File: src/rtl/rom_loader_if.sv
`default_nettype none
// ============================================================================
// Module   : rom_loader_if
// Brief    : Byte-stream input and instruction-RAM write bus of rom_loader.
//            The master modport is the loader and the slave modport is the
//            byte source / instruction RAM / CPU reset side.
// Revision : 1.0 - initial release
// ============================================================================
interface rom_loader_if #(
    parameter int ROM_WIDTH  = 21,
    parameter int ADDR_WIDTH = 16
);
    logic [7:0]            rx_data;
    logic                  rx_valid;
    logic                  rx_ready;
    logic                  wr_en;
    logic [ADDR_WIDTH-1:0] wr_addr;
    logic [ROM_WIDTH-1:0]  wr_data;
    logic                  cpu_hold;
    logic                  done;
    logic                  error;

    modport master (
        input  rx_data, rx_valid,
        output rx_ready, wr_en, wr_addr, wr_data, cpu_hold, done, error
    );

    modport slave (
        output rx_data, rx_valid,
        input  rx_ready, wr_en, wr_addr, wr_data, cpu_hold, done, error
    );
endinterface
`default_nettype wire

File: src/rtl/rom_loader.sv
`default_nettype none
// ============================================================================
// Module   : rom_loader
// Brief    : Power-up program loader. Receives a byte stream (16-bit word
//            count, then 3 bytes per instruction word, big-endian), writes
//            each assembled word to instruction RAM and holds the CPU in
//            reset until the image is complete.
//            Optional feature macro: ROM_LOADER_CHECKSUM_EN - a trailing XOR
//            checksum byte over all payload bytes is verified; a mismatch
//            ends in the sticky error state.
// Revision : 1.0 - initial release
// ============================================================================
module rom_loader #(
    parameter int ROM_WIDTH  = 21,
    parameter int ADDR_WIDTH = 16
) (
    input  wire logic       clk,
    input  wire logic       rst,
    rom_loader_if.master    bus
);
    // Width wide enough to compare "words written" against the 16-bit count
    // without overflow whatever ADDR_WIDTH is.
    localparam int c_CMPW = ((ADDR_WIDTH > 16) ? ADDR_WIDTH : 16) + 1;

    typedef enum logic [3:0] {
        S_CNT_HI = 4'd0,
        S_CNT_LO = 4'd1,
        S_B0     = 4'd2,
        S_B1     = 4'd3,
        S_B2     = 4'd4,
        S_WRITE  = 4'd5,
`ifdef ROM_LOADER_CHECKSUM_EN
        S_CHECK  = 4'd6,
`endif
        S_DONE   = 4'd7,
        S_ERROR  = 4'd8
    } state_t;

    // State entered once the last word is written (or directly when N = 0).
`ifdef ROM_LOADER_CHECKSUM_EN
    localparam state_t c_END = S_CHECK;
`else
    localparam state_t c_END = S_DONE;
`endif

    state_t                 r_state;
    state_t                 w_state_next;
    logic                   w_ready;
    logic                   w_accept;
    logic                   w_more;

    logic [7:0]             r_cnt_hi;
    logic [15:0]            r_cnt;
    logic [ROM_WIDTH-17:0]  r_b0;   // only the B0 bits that reach the word
    logic [7:0]             r_b1;
    logic                   r_wr_en;
    logic [ADDR_WIDTH-1:0]  r_wr_addr;
    logic [ROM_WIDTH-1:0]   r_wr_data;
    logic                   r_cpu_hold;
    logic                   r_done;

    // Ready is decoded straight from state so a byte can be taken each cycle.
`ifdef ROM_LOADER_CHECKSUM_EN
    assign w_ready = (r_state == S_CNT_HI) || (r_state == S_CNT_LO) ||
                     (r_state == S_B0) || (r_state == S_B1) ||
                     (r_state == S_B2) || (r_state == S_CHECK);
`else
    assign w_ready = (r_state == S_CNT_HI) || (r_state == S_CNT_LO) ||
                     (r_state == S_B0) || (r_state == S_B1) ||
                     (r_state == S_B2);
`endif
    assign w_accept = bus.rx_valid && w_ready;

    // The address register doubles as the word index, so after the current
    // write the number of words written is r_wr_addr + 1.
    assign w_more = (c_CMPW'(r_wr_addr) + c_CMPW'(1)) < c_CMPW'(r_cnt);

`ifdef ROM_LOADER_CHECKSUM_EN
    logic [7:0] r_xor;
    logic       r_error;

    // Running XOR of payload bytes; cleared while waiting for a new stream.
    always_ff @(posedge clk) begin
        if (rst || (r_state == S_CNT_HI)) begin
            r_xor <= 8'h00;
        end else if (w_accept &&
                     ((r_state == S_B0) || (r_state == S_B1) ||
                      (r_state == S_B2))) begin
            r_xor <= r_xor ^ bus.rx_data;
        end
    end

    // Sticky error flag follows entry into the error state.
    always_ff @(posedge clk) begin
        if (rst) begin
            r_error <= 1'b0;
        end else begin
            r_error <= (w_state_next == S_ERROR);
        end
    end

    assign bus.error = r_error;
`else
    assign bus.error = 1'b0;
`endif

    // Next-state decode.
    always_comb begin
        w_state_next = r_state;
        case (r_state)
            S_CNT_HI: if (w_accept) w_state_next = S_CNT_LO;
            S_CNT_LO: begin
                if (w_accept) begin
                    w_state_next = ({r_cnt_hi, bus.rx_data} == 16'd0) ? c_END : S_B0;
                end
            end
            S_B0:     if (w_accept) w_state_next = S_B1;
            S_B1:     if (w_accept) w_state_next = S_B2;
            S_B2:     if (w_accept) w_state_next = S_WRITE;
            S_WRITE:  w_state_next = w_more ? S_B0 : c_END;
`ifdef ROM_LOADER_CHECKSUM_EN
            S_CHECK: begin
                if (w_accept) begin
                    w_state_next = (bus.rx_data == r_xor) ? S_DONE : S_ERROR;
                end
            end
`endif
            S_DONE:   w_state_next = S_DONE;
            S_ERROR:  w_state_next = S_ERROR;
            default:  w_state_next = S_CNT_HI;
        endcase
    end

    // State register.
    always_ff @(posedge clk) begin
        if (rst) begin
            r_state <= S_CNT_HI;
        end else begin
            r_state <= w_state_next;
        end
    end

    // Byte capture, word assembly, address counting and registered outputs.
    always_ff @(posedge clk) begin
        if (rst) begin
            r_cnt_hi   <= 8'h00;
            r_cnt      <= 16'h0000;
            r_b0       <= '0;
            r_b1       <= 8'h00;
            r_wr_en    <= 1'b0;
            r_wr_addr  <= '0;
            r_wr_data  <= '0;
            r_cpu_hold <= 1'b1;
            r_done     <= 1'b0;
        end else begin
            if (w_accept) begin
                case (r_state)
                    S_CNT_HI: r_cnt_hi  <= bus.rx_data;
                    S_CNT_LO: r_cnt     <= {r_cnt_hi, bus.rx_data};
                    S_B0:     r_b0      <= bus.rx_data[ROM_WIDTH-17:0];
                    S_B1:     r_b1      <= bus.rx_data;
                    S_B2:     r_wr_data <= {r_b0, r_b1, bus.rx_data};
                    default:  ;
                endcase
            end
            if (r_state == S_WRITE) begin
                r_wr_addr <= r_wr_addr + ADDR_WIDTH'(1);
            end
            r_wr_en    <= (w_state_next == S_WRITE);
            r_done     <= (w_state_next == S_DONE);
            r_cpu_hold <= (w_state_next != S_DONE);
        end
    end

    assign bus.rx_ready = w_ready;
    assign bus.wr_en    = r_wr_en;
    assign bus.wr_addr  = r_wr_addr;
    assign bus.wr_data  = r_wr_data;
    assign bus.cpu_hold = r_cpu_hold;
    assign bus.done     = r_done;
endmodule
`default_nettype wire

File: src/flat_wrapper.sv
// flat-port wrapper written by rule: the top's interface ports become plain ports
module rom_loader_flat 
#(
    parameter int ROM_WIDTH  = 21,
    parameter int ADDR_WIDTH = 16
)
  (clk, rst, bus_rx_data, bus_rx_valid, bus_rx_ready, bus_wr_en, bus_wr_addr, bus_wr_data, bus_cpu_hold, bus_done, bus_error);
  rom_loader_if #(.ROM_WIDTH(ROM_WIDTH), .ADDR_WIDTH(ADDR_WIDTH)) bus_i ();
  input  wire logic clk;
  input  wire logic rst;
  input wire logic [$bits(bus_i.rx_data)-1:0] bus_rx_data;
  input wire logic [$bits(bus_i.rx_valid)-1:0] bus_rx_valid;
  output wire logic [$bits(bus_i.rx_ready)-1:0] bus_rx_ready;
  output wire logic [$bits(bus_i.wr_en)-1:0] bus_wr_en;
  output wire logic [$bits(bus_i.wr_addr)-1:0] bus_wr_addr;
  output wire logic [$bits(bus_i.wr_data)-1:0] bus_wr_data;
  output wire logic [$bits(bus_i.cpu_hold)-1:0] bus_cpu_hold;
  output wire logic [$bits(bus_i.done)-1:0] bus_done;
  output wire logic [$bits(bus_i.error)-1:0] bus_error;
  assign bus_i.rx_data = bus_rx_data;
  assign bus_i.rx_valid = bus_rx_valid;
  assign bus_rx_ready = bus_i.rx_ready;
  assign bus_wr_en = bus_i.wr_en;
  assign bus_wr_addr = bus_i.wr_addr;
  assign bus_wr_data = bus_i.wr_data;
  assign bus_cpu_hold = bus_i.cpu_hold;
  assign bus_done = bus_i.done;
  assign bus_error = bus_i.error;
  rom_loader #(.ROM_WIDTH(ROM_WIDTH), .ADDR_WIDTH(ADDR_WIDTH)) u_core (.clk(clk), .rst(rst), .bus(bus_i));
endmodule
File: config.mk
export PLATFORM = sky130hd
export DESIGN_NAME = rom_loader_flat
export DESIGN_NICKNAME = d
export VERILOG_FILES = /design/src/rtl/rom_loader_if.sv /design/src/rtl/rom_loader.sv /design/src/flat_wrapper.sv
export SDC_FILE = /design/constraint.sdc
export NUM_CORES = 1
export LEC_CHECK = 0
export CAP_MARGIN = 15
export CORE_AREA = 2 2 69 121
export CTS_BUF_LIST = sky130_fd_sc_hd__clkbuf_8
export DETAILED_ROUTE_END_ITERATION = 8
export DIE_AREA = 0 0 71 123
export PLACE_DENSITY = 0.72
export SLEW_MARGIN = 20
export SYNTH_ARGS = -nofsm -noshare
export SYNTH_HDL_FRONTEND = slang
export SYNTH_SLANG_ARGS = --single-unit
File: constraint.sdc
create_clock -name clk -period 3.6 [get_ports clk]
set_clock_uncertainty 0.2 [all_clocks]
set_input_delay 1.08 -clock clk [delete_from_list [all_inputs] [get_ports clk]]
set_output_delay 1.08 -clock clk [all_outputs]
set_load 0.03 [all_outputs]
==> out/results.tsv, run 1 <==
stage	metric	value	unit
clock_tree	post_cts_resized	0	
yosys	synth_common_cells	nand2_1, dfxtp_1, a21oi_1	
power_and_ir_drop	p_switching	0.398	mW
setup_path	reg2regPathDepth	10	
yosys	synthesis.area	3790	um2
setup_path	cp_slowest_cell	clkdlybuf4s50_1	
global_routing	grt_overflow	0	
yosys	ys_ff_latch	81	
route	wire_per_inst	14.3	um
clock_tree	cts.sinks	81	
route	routed_via_density	5.37	
route	drtAntennaViolNets	0	
yosys	synth_ff_type	dfxtp_1	
yosys	synth-simple-area-share	0.239	
setup_path	worstSetupStartpoint	u_core.r_state[1]	
yosys	synth_compound_area_frac	0.129	
die	placementRows	43	
yosys	yosysTopAreaCellShare	0.428	
yosys	yosysSeqAreaShare	0.428	
sta	fin_crit_sh	0.874	
yosys	synthXorXnorAreaFrac	0.0601	
run	maxCapViolations	0	
setup_path	crit_path_max_fanout	13	
global_routing	grt_pass1_vias	3057	
yosys	syn_inst	470	
clock_tree	cts_root_buf	clkbuf_8	
route	drc	0	
yosys	async_flop_share	0	
sta	slew_headroom	0.459	
sta	hold_violations	0	
clock_tree	clkLatencyLatePin	0.35	ns
yosys	synth_area_leaders	dfxtp_1, nand2_1, a21oi_1	
power_and_ir_drop	combPwrFrac	0.077	
place	dp_hpwl	6.30	mm
final_layout	layout-drive-gt1-share	0.0580	
min_path	hold_end	u_core.bus.wr_data[15]	
setup_path	r2r-end	u_core.bus.cpu_hold	
power_and_ir_drop	clkPwrFrac	0.358	
route	drtPass1Iterations	4	
global_routing	antenna_found_initial	0	
setup_path	rrSetupSlack	0.47	ns
clock_tree	cts_made_buffers	9	
sta	tns	0	ns
sta	fmax	318	MHz
die	die_w	71	um
clock_tree	cts_tree	done	
final_layout	antennaDiodeCount	0	
power_and_ir_drop	switching_share	0.243	
setup_path	arrival	1.87	ns
sta	whs	0.253	ns
power_and_ir_drop	power	1.64	mW
min_path	holdPathStages	2	
sta	fin_crit	3.15	ns
yosys	synth_fa_ha_area_frac	0.0528	
setup_path	crit_path_end_kind	primary output	
setup_path	path_delay_family	buffers and inverters	
clock_tree	h-tree-depth	3	
final_layout	final_nets	539	
sta	setup_viol	0	
setup_path	cp_num_buf_inv	2	
clock_tree	cts.clk_slew.worst_paths	0.07	ns
global_routing	grt_usage	0.206	
yosys	synth_edf_count	0	
yosys	synth.distinct_cells	49	
sta	maxSlewViolCount	0	
power_and_ir_drop	p_int	1.24	mW
place	gp_congestion	0.843	
global_routing	grt_pass1_wl	14.1	mm
setup_path	crit_type	reg -> out	
yosys	synth.avg_cell_area	8.06	um2
yosys	synth_top_area_cell	dfxtp_1	
die	die_h	123	um
power_and_ir_drop	max-vdd-ir-drop	0.295	mV
setup_path	cpPeakStageDelay	0.68	ns
die	ios	53	
setup_path	cp.required	2.32	ns
final_layout	area_growth	19.7	%
yosys	post-synth-top-count-cell	nand2_1	
route	vias	3262	
clock_tree	clockBufferDepth	2	
yosys	synth_top_family_by_area	simple AND/OR/NAND/NOR gates	
die	initial_core_util	0.486	
yosys	synthMuxAreaShare	0.0370	
route	wirelength	8.67	mm
run_status	status	finished, final reports clean	
setup_path	r2r_start	u_core.bus.wr_addr[0]	
setup_path	path_cells	nor2_1, inv_1, a21oi_1, clkdlybuf4s50_1	
sta	rsz0062_at_grt	false	
power_and_ir_drop	leakagePower	1.68	nW
place	portBuffers	51	
power_and_ir_drop	cellPowerDensity	361	nW/um2
global_routing	grt_max_degree	44	
setup_path	startpoint_type	flip-flop	
yosys	syn_nets	497	
die	fp.coreArea	7800	um2
min_path	min_from	u_core.r_b1[7]	
route	drt_iter0_drc	116	
clock_tree	hold_buffers	0	
clock_tree	post-cts-setup-buffers	0	
sta	tightest_slew	0.812	ns
yosys	yosys_warnings	0	
power_and_ir_drop	share_seq_of_total_power	0.565	
die	dieArea	8730	um2
min_path	hp-class	reg -> reg	
## area by class of cell
| class | instances | area [um2] |
|---|---|---|
| inverter | 18 | 67.6 |
| tap | 90 | 113 |
| fill | 735 | 3260 |
| clock buffer | 11 | 151 |
| timing repair buffer | 60 | 586 |
| clock inverter | 5 | 23.8 |
| multi-input combinational | 342 | 1970 |
| sequential | 81 | 1620 |
## flip-flops by register name, indices dropped and copies added (netlist names), 4 cells and up
register	cells
u_core.r_b1	8
u_core.r_state	4
u_core.bus.wr_addr	16
u_core.r_b0	5
u_core.r_cnt_hi	8
u_core.bus.wr_data	21
u_core.r_cnt	16
## per-layer routing
metal | vias to the layer above | part of all wire | track usage | routed length (um)
li1 | 1661 | - | - | -
met1 | 1522 | 0.39 | 0.217 | 3410
met2 | 67 | 0.55 | 0.380 | 4740
met3 | 12 | 0.033 | 0.0481 | 287
met4 | 0 | 0.027 | 0.0955 | 231
met5 | - | 0 | 0 | 0
## worst min-delay path: cells and delay by family, from the launching register on
family / cells / cell delay [ns]
and+or+nand+nor: 1 / 0.05
AOI/OAI and AO/OA: 1 / 0.05
DFF: 1 / 0.31
## power by group through the flow
stage	logic, mW	clock network, mW	registers, mW
floorplan	0.0824	0	0.941
global placement	0.124	0	0.945
detailed placement	0.126	0	0.945
CTS	0.127	0.603	0.924
global route	0.139	0.639	0.926
finish	0.126	0.586	0.924
## layout by cell type (no fill, tap or decap), types with 5 or more instances in the layout
cell               n
ha_1              16
nor2_1            38
nor4_1             5
mux2i_1           14
nand3_1           17
and3_1             7
a21oi_1           57
nand2_1          100
clkdlybuf4s50_1   50
nand4_1            6
dfxtp_1           81
buf_4              8
clkbuf_8          11
o21ai_0            6
xnor2_1           11
xor2_1            15
inv_1             21
## per-stage QoR
step	utilization	instances	worst slack (ns)	instance area, um2
after floorplan	-	470	0.610	3790
after global placement	0.559	591	0.504	4360
after detailed placement	0.559	591	0.487	4360
after CTS	0.582	607	0.439	4540
after global routing	0.582	607	0.271	4540
final	0.582	607	0.454	4540
## how the worst max path moves through the flow
stage,depth (start not counted),end
3_5_place_dp,6,u_core.bus.done
2_1_floorplan,11,u_core.bus.done
5_1_grt,11,u_core.bus.done
6_report,4,bus_rx_ready
4_1_cts,4,bus_rx_ready
3_3_place_gp,10,u_core.bus.cpu_hold
## kinds of logic (layout without fill, tap and decap cells)
| group | count (synthesis) | in the layout |
|---|---|---|
| mux | 14 | 14 |
| simple gates | 200 | 200 |
| compound gates | 85 | 85 |
| flops | 81 | 81 |
| fa+ha+maj | 16 | 16 |
| xor+xnor | 26 | 26 |
| buf+inv | 47 | 94 |
| other cells | 1 | 1 |
(Power assumes the default switching activity.)
==> inputs of run 2 (changes only) <==
--- a/config.mk
+++ b/config.mk
@@ -7,9 +7,9 @@
 export LEC_CHECK = 0
 export CAP_MARGIN = 15
-export CORE_AREA = 2 2 69 121
+export CORE_AREA = 2 2 66 115
 export CTS_BUF_LIST = sky130_fd_sc_hd__clkbuf_8
 export DETAILED_ROUTE_END_ITERATION = 8
-export DIE_AREA = 0 0 71 123
-export PLACE_DENSITY = 0.72
+export DIE_AREA = 0 0 68 117
+export PLACE_DENSITY = 0.79
 export SLEW_MARGIN = 20
 export SYNTH_ARGS = -nofsm -noshare
==> constraint.sdc (replaced) <==
create_clock -name clk -period 3.6 [get_ports clk]
set_clock_uncertainty 0.2 [all_clocks]
set_input_delay 1.08 -clock clk [delete_from_list [all_inputs] [get_ports clk]]
set_output_delay 1.08 -clock clk [all_outputs]
set_load 0.05 [all_outputs]
==> run 2 against run 1 <==
  * Worst setup slack got worse by 0.019 ns
  * First-iteration DRC count up 14%
  * Die area shrank 8.9%
  * Total power grew 4.6%
  * Routed wire length shrank 0.37%
  * Fmax down 0.60%
  * Clock power grew 13%
  * Final area grew 0.28%
  * Sequential share of layout area shrank 0.098 points
  * Combinational power about the same
  * Critical path type is now reg -> reg
==> out/results.tsv, run 2 (synthesized netlist as in run 1, its figures left out) <==
stage	metric	value	unit	change
power_and_ir_drop	max-vdd-ir-drop	0.335	mV	was 0.295 mV
place	dp_hpwl	6.31	mm	was 6.30 mm
die	fp.coreArea	7080	um2	was 7800 um2
global_routing	antenna_found_initial	0		unchanged
final_layout	largest_reg_flops	21		unchanged
clock_tree	cts_tree	done		unchanged
sta	fin_crit_sh	0.879		was 0.874
clock_tree	cts.sinks	81		unchanged
clock_tree	cts_made_buffers	9		unchanged
die	placementRows	41		was 43
power_and_ir_drop	leakagePower	1.69	nW	was 1.68 nW
final_layout	final_common_cell	nand2_1		unchanged
setup_path	crit_type	reg -> reg		was reg -> out
die	ios	53		unchanged
final_layout	most-common-layout-cells	nand2_1, dfxtp_1, a21oi_1		unchanged
setup_path	startpoint_type	flip-flop		unchanged
setup_path	reg2regPathDepth	10		unchanged
sta	maxSlewViolCount	0		unchanged
setup_path	cp.depth	10		was 4
clock_tree	hold_buffers	0		unchanged
setup_path	cp.required	3.62	ns	was 2.32 ns
sta	rsz0062_at_grt	false		unchanged
place	gp_congestion	0.954		was 0.843
setup_path	crit_path_frequent_cell	ha_1		
power_and_ir_drop	cellPowerDensity	376	nW/um2	was 361 nW/um2
global_routing	grt_overflow	0		unchanged
setup_path	crit_path_max_fanout	6		was 13
clock_tree	post_cts_resized	0		unchanged
global_routing	grt_pass1_vias	2979		was 3057
die	die_w	68	um	was 71 um
clock_tree	clockBufferDepth	2		unchanged
sta	post-route-worst-setup-slack	0.435	ns	was 0.454 ns
sta	hold_violations	0		unchanged
run	maxCapViolations	0		unchanged
setup_path	cp_slowest_cell	a2111oi_2		was clkdlybuf4s50_1
clock_tree	h-tree-depth	3		unchanged
global_routing	grt_usage	0.229		was 0.206
route	drtPass1Iterations	4		unchanged
die	initial_core_util	0.535		was 0.486
setup_path	cpPeakStageDelay	0.52	ns	was 0.68 ns
final_layout	antennaDiodeCount	0		unchanged
setup_path	crit_path_end_kind	flip-flop		was primary output
sta	tns	0	ns	unchanged
sta	setup_viol	0		unchanged
global_routing	grt_max_degree	36		was 44
place	portBuffers	51		unchanged
die	die_h	117	um	was 123 um
setup_path	path_delay_family	compound AO/OA/AOI/OAI gates		was buffers and inverters
sta	slew_headroom	0.462		was 0.459
clock_tree	cts.clk_slew.worst_paths	0.07	ns	about the same
setup_path	cp_num_buf_inv	0		was 2
clock_tree	cts_root_buf	clkbuf_8		unchanged
route	wire_per_inst	14.3	um	about the same
min_path	holdPathStages	2		unchanged
sta	fin_crit	3.16	ns	was 3.15 ns
route	drc	0		unchanged
sta	fmax	316	MHz	was 318 MHz
place	pre_cts_ws	0.304	ns	was 0.487 ns
die	dieArea	7960	um2	was 8730 um2
final_layout	final_nets	539		unchanged
route	drtAntennaViolNets	0		unchanged
global_routing	grt_pass1_wl	13.6	mm	was 14.1 mm
final_layout	area_growth	20.1	%	was 19.7%
sta	tightest_slew	0.807	ns	was 0.812 ns
run_status	status	finished, final reports clean		unchanged
min_path	hp-class	reg -> reg		unchanged
setup_path	arrival	3.19	ns	was 1.87 ns
route	routed_via_density	5.49		was 5.37
final_layout	layout-drive-gt1-share	0.0620		was 0.0580
clock_tree	post-cts-setup-buffers	0		unchanged
route	drt_iter0_drc	132		was 116
setup_path	path_cells	ha_1, nand3_2, nor2_1, xor2_1, ha_1, and3_1, o2111ai_1, a21o_1, a2111oi_2, o31ai_1		was nor2_1, inv_1, a21oi_1, clkdlybuf4s50_1
route	vias	3304		was 3262
route	wirelength	8.63	mm	was 8.67 mm
clock_tree	clkLatencyLatePin	0.36	ns	was 0.35 ns
-- run 2: path summary, 6_finish.rpt --
check | from | endpoint | slack [ns]
worst max register to register | u_core.bus.wr_addr[0] | u_core.bus.cpu_hold | 0.44
worst min register to register | u_core.r_b1[3] | u_core.bus.wr_data[11] | 0.25
worst min-delay path | u_core.r_b1[3] | u_core.bus.wr_data[11] | 0.25
worst max-delay path | u_core.bus.wr_addr[0] | u_core.bus.cpu_hold | 0.44
-- run 2: layer usage --
layer  GRT usage  up-vias  routed length (um)
met4       0.100        0                 306
li1            -     1668                   -
met1       0.238     1554                3350
met5           0        -                   0
met3      0.0497       21                 269
met2       0.424       61                4710
-- run 2: final cells by class --
class,instances,area [um2]
Inverter,18,67.6
Tap cell,86,108
Clock inverter,4,43.8
Fill cell,649,2530
Multi-Input combinational cell,342,1970
Timing Repair Buffer,60,583
Sequential cell,81,1620
Clock buffer,11,151
-- run 2: power by group --
group	internal [mW]	total (mW)	switching, mW
clock network	0.350	0.661	0.311
logic	0.0472	0.124	0.0768
registers	0.911	0.927	0.0159
total	1.31	1.71	0.404
-- run 2: through the flow --
stage	power [mW]	cell area (um2)	util	std cells	hold slack [ns]
after floorplan	1.03	3790	-	470	0.231
after global placement	1.07	4350	0.615	587	0.243
after detailed placement	1.07	4350	0.615	587	0.247
after CTS	1.73	4550	0.643	602	0.258
after global routing	1.78	4550	0.643	602	0.276
final	1.71	4550	0.643	602	0.254
-- run 2: worst register-to-register path, cell delays in order (launching register included) --
cell	delay [ns]
dfxtp_1	0.44
ha_1	0.26
nand3_2	0.18
nor2_1	0.33
xor2_1	0.12
ha_1	0.32
and3_1	0.18
o2111ai_1	0.12
a21o_1	0.21
a2111oi_2	0.52
o31ai_1	0.15
